## config.mk

```make
export PLATFORM = sky130hd
export DESIGN_NAME = stg1fq
export DESIGN_NICKNAME = d
export VERILOG_FILES = /design/src/rtl/stg1fq.sv
export SDC_FILE = /design/constraint.sdc
export NUM_CORES = 1
export LEC_CHECK = 0
export ABC_AREA = 1
export BUFFER_PORTS_ARGS = -buffer_cell sky130_fd_sc_hd__buf_2
export CAP_MARGIN = 40
export CORE_UTILIZATION = 55
export DETAILED_ROUTE_END_ITERATION = 8
export GPL_TIMING_DRIVEN = 1
export PLACE_DENSITY = 0.87
export SLEW_MARGIN = 20
export SYNTH_ARGS = -nofsm -noshare
export SYNTH_HDL_FRONTEND = slang
export SYNTH_SLANG_ARGS = --single-unit
```

## constraint.sdc

```tcl
create_clock -name iw_clk -period 4.65 [get_ports iw_clk]
set_input_delay 1.1625 -clock iw_clk [delete_from_list [all_inputs] [get_ports iw_clk]]
set_output_delay 1.1625 -clock iw_clk [all_outputs]
set_load 0.1 [all_outputs]
```

## src/rtl/stg1fq.sv

```systemverilog
// rtl/stg1fq.sv - fetch-to-decode instruction queue (circular FIFO)
//
// Purpose: buffers fetched {pc, instr} pairs between fetch and decode.
// Ports:
//   iw_clk, iw_rst       clock, asynchronous active-high reset
//   iw_valid/iw_pc/iw_instr/ow_ready   push side (from fetch)
//   iw_flush             redirect: drop queued and incoming entries
//   ow_valid/ow_pc/ow_instr/iw_ready   pop side (to decode)
//   ow_count             occupied entries
//   ow_drop              sticky: a push was presented while full

`ifndef HBIT_ADDR
`define HBIT_ADDR 31
`endif
`ifndef HBIT_DATA
`define HBIT_DATA 31
`endif

module stg1fq #(
  parameter int P_DEPTH = 4,
  parameter int P_CBIT  = 2
) (
  input  logic                  iw_clk,
  input  logic                  iw_rst,
  input  logic                  iw_valid,
  input  logic [`HBIT_ADDR:0]   iw_pc,
  input  logic [`HBIT_DATA:0]   iw_instr,
  output logic                  ow_ready,
  input  logic                  iw_flush,
  output logic                  ow_valid,
  output logic [`HBIT_ADDR:0]   ow_pc,
  output logic [`HBIT_DATA:0]   ow_instr,
  input  logic                  iw_ready,
  output logic [P_CBIT:0]       ow_count,
  output logic                  ow_drop
);

  localparam int AW = `HBIT_ADDR + 1;
  localparam int DW = `HBIT_DATA + 1;
  localparam logic [P_CBIT:0] FULL_CNT = (P_CBIT+1)'(P_DEPTH);

  logic [AW+DW-1:0]  mem [P_DEPTH];
  logic [P_CBIT-1:0] wr_ptr;
  logic [P_CBIT-1:0] rd_ptr;
  logic [P_CBIT:0]   count;
  logic              drop;
  logic              push;
  logic              pop;

  // Handshake flags come from registered count only, so ready never
  // depends combinationally on the decode side.
  assign ow_ready = (count != FULL_CNT);
  assign ow_valid = (count != '0);
  assign ow_count = count;
  assign ow_drop  = drop;

  assign push = iw_valid & ow_ready & ~iw_flush;
  assign pop  = ow_valid & iw_ready & ~iw_flush;

  // Pointers are log2(P_DEPTH) wide, so natural overflow is the modulo wrap.
  always_ff @(posedge iw_clk or posedge iw_rst) begin
    if (iw_rst) begin
      wr_ptr <= '0;
      rd_ptr <= '0;
      count  <= '0;
      drop   <= 1'b0;
    end else begin
      if (iw_valid && !ow_ready && !iw_flush)
        drop <= 1'b1;
      if (iw_flush) begin
        wr_ptr <= '0;
        rd_ptr <= '0;
        count  <= '0;
      end else begin
        if (push)
          wr_ptr <= wr_ptr + P_CBIT'(1);
        if (pop)
          rd_ptr <= rd_ptr + P_CBIT'(1);
        if (push && !pop)
          count <= count + (P_CBIT+1)'(1);
        else if (pop && !push)
          count <= count - (P_CBIT+1)'(1);
      end
    end
  end

  // Storage is not reset; only valid entries are ever observed.
  always_ff @(posedge iw_clk) begin
    if (push)
      mem[wr_ptr] <= {iw_pc, iw_instr};
  end

  always_comb begin
    ow_pc    = '0;
    ow_instr = '0;
    if (ow_valid) begin
      ow_pc    = mem[rd_ptr][AW+DW-1:DW];
      ow_instr = mem[rd_ptr][DW-1:0];
    end
  end

endmodule

```

==> results.yml <==
synthesis:
  synth_xor_area_share_pct: 0.0845
  synth.area.mux_share_pct: 0
  synth_seq_cells: 264
  yosysTopAreaCellShare_pct: 74.2
  ys.warnings.count: 0
  synth_top_area_cell: "edfxtp_1"
  synth_top_family_by_area: "simple AND/OR/NAND/NOR gates"
  synthTopCellsByCount: "263 x nor2_1, 256 x edfxtp_1, 124 x o21ai_0"
  synth_cell_type_count: 21
  synthArstFlopShare_pct: 3.03
  synth_adder_area_share_pct: 0.676
  syn_area_per_cell_um2: 12.7
  synthesis.area_um2: 10400
  synth_edf_count: 256
  synth_compound_area_share_pct: 9.77
  yosysMostFrequentCell: "nor2_1"
  synth_fp_nets: 893
  synthSimpleGateAreaFrac_pct: 10.4
  seq_area_frac_synth_pct: 76.1
  yosys-top-cells-area: "edfxtp_1 74%, nor2_1 9.5%, o21ai_0 6.0%"
  ys.flop_type: "edfxtp_1"
  synth_cells: 819
timing:
  timing.final.crit_period_ns: 4.19
  rsz0062_at_grt: "no"
  fmax_mhz: 239
  worst_slew_pin_slew_ns: 0.826
  setup_ws_ns: 0.464
  slew_violations: 0
  hold_viol_final: 0
  slew_headroom_pct: 44.9
  skew_ns: 0.0109
  fin_crit_sh_pct: 90.0
  finalSetupTns_ns: 0
  finalSetupViolCount: 0
floorplan:
  start_util_pct: 56.9
  die_w_um: 139
  die-area_um2: 19400
  coreArea_um2: 18200
  ios: 139
  die_h_um: 139
  rows: 49
critical_path:
  worstRegToRegCells: 4
  critPathArrivalTime_ns: 3.02
  cp.required_ns: 3.49
  worstReg2RegStart: "ow_count[2]"
  rrSetupSlack_ns: 2.32
  path_class: "reg2out"
  startpoint_type: "flop"
  critical_path.max_fanout: 70
  rr_endpoint: "mem[1][9]"
  setup.worst_path.end_class: "primary output"
routing:
  drt_iter0_drc: 351
  wl_per_cell_um: 18.5
  via_count: 6682
  vias_per_cell: 5.57
  drc: 9
  routed_wl_um: 22100
  firstDrtPassIters: 7
  drtAntennaViolNets: 0
clock_network:
  clk_path_buf_depth: 3
  postCtsHoldBufs: 0
  tritoncts: "done"
  cts-root-buf: "clkbuf_16"
  numCtsBuffers: 26
  clock_latency_ns: 0.52
  h-tree-depth: 1
  post_cts_buffers: 0
  numClockSinks: 264
  clk_pin_slew_ns: 0.06
  post_cts_resized: 0
worst_hold_path:
  hold_path_depth: 1
  worstHoldStart: "ow_drop"
  min_to: "ow_drop"
  hp-class: "reg2reg"
cells_and_area:
  fill_cells: 1259
  area_growth_pct: 18.3
  final_nets: 1029
  drive_above_1_share_pct: 27.1
  diodes: 0
outcome:
  run_status: "finished with violations"
  violations: "DRC"
grt:
  grtUsageMet3_pct: 4.40
  grt_use_met1_pct: 28.2
  top_usage_layer: "met2"
  grt_max_degree: 71
  grt_util_all_layers_pct: 23.1
  antenna_found_initial: 1
  grt_pass1_wl_um: 34700
  grt.met2_usage_pct: 41.8
  grt_pass1_vias: 6714
  grt_overflow_total: 0
run:
  cap_violations: 0
placed_design:
  dp_slack_ns: 1.00
  port_buffers: 138
  dpl.hpwl_um: 13000
  place_congestion: 0.751
==> worst max-delay path by stage <==
stage	from	to	slack [ns]	cells past startpoint
2_1_floorplan	ow_count[1]	mem[0][0]	-0.77	4
3_3_place_gp	rd_ptr[0]	ow_pc[24]	1.11	5
3_5_place_dp	rd_ptr[0]	ow_instr[4]	1.00	5
4_1_cts	rd_ptr[0]	ow_instr[4]	0.45	5
5_1_grt	rd_ptr[0]	ow_instr[4]	0.23	5
6_report	rd_ptr[0]	ow_instr[25]	0.46	5
==> area by class of cell <==
| cell class | instances | area, um2 | area share, % |
|---|---|---|---|
| timing repair buffer | 155 | 843 | 6.88 |
| multi-input combinational | 491 | 2440 | 19.9 |
| clock buffer | 30 | 666 | 5.43 |
| tap | 229 | 287 | 2.34 |
| sequential | 264 | 7890 | 64.4 |
| clock inverter | 13 | 70.1 | 0.571 |
| inverter | 17 | 67.6 | 0.551 |
==> worst max-delay path, stage by stage (launching register included) <==
cell	delay, ns
dfrtp_4	0.65
clkinv_2	0.65
buf_12	0.45
o21ai_0	0.32
a21oi_2	0.09
buf_2	0.32
==> flip-flops by register name, indices dropped and copies added, names as in the netlist <==
signal and count:
mem 256, ow_count 3, rd_ptr 2, wr_ptr 2, ow_drop 1
==> kinds of logic (layout without fill, tap and decap cells) <==
family,Yosys count,in the layout
AO/OA/AOI/OAI,201,201
AND/OR/NAND/NOR,284,284
adder cells (fa/ha/maj),5,5
flip-flops,264,264
XOR/XNOR,1,1
buffers and inverters,64,215
==> placed cells by master, fill, tap and decap left out, types with 2 or more instances in the layout <==
cell / count
o21ai_1: 7
ha_1: 4
o21ai_0: 124
clkbuf_1: 4
nor2_1: 259
buf_2: 138
dfrtp_1: 6
nor2_4: 4
nand3_1: 4
edfxtp_1: 256
inv_1: 14
clkinv_1: 5
buf_12: 2
clkinv_2: 8
a21oi_1: 4
nand2_1: 15
buf_4: 15
clkbuf_16: 26
a21oi_2: 64
==> per-stage QoR <==
| stage | cells | util (%) | hold WS, ns | instance area [um2] |
|---|---|---|---|---|
| final | 1199 | 67.3 | 0.471 | 12300 |
| after global placement | 1156 | 63.3 | 0.455 | 11500 |
| after CTS | 1199 | 67.3 | 0.474 | 12300 |
| after detailed placement | 1156 | 63.3 | 0.460 | 11500 |
| after global routing | 1199 | 67.3 | 0.515 | 12300 |
| after floorplan | 819 | - | 0.515 | 10600 |
==> layer usage <==
metal	vias to the layer above	share of wire [%]
met5	-	0
met4	0	1.6
met3	33	6.1
met2	212	52
met1	3281	40
li1	3156	-
Power is left out: the tool's default activity adds up to more than one toggle a clock period on the data nets, which glitch-free logic cannot reach.
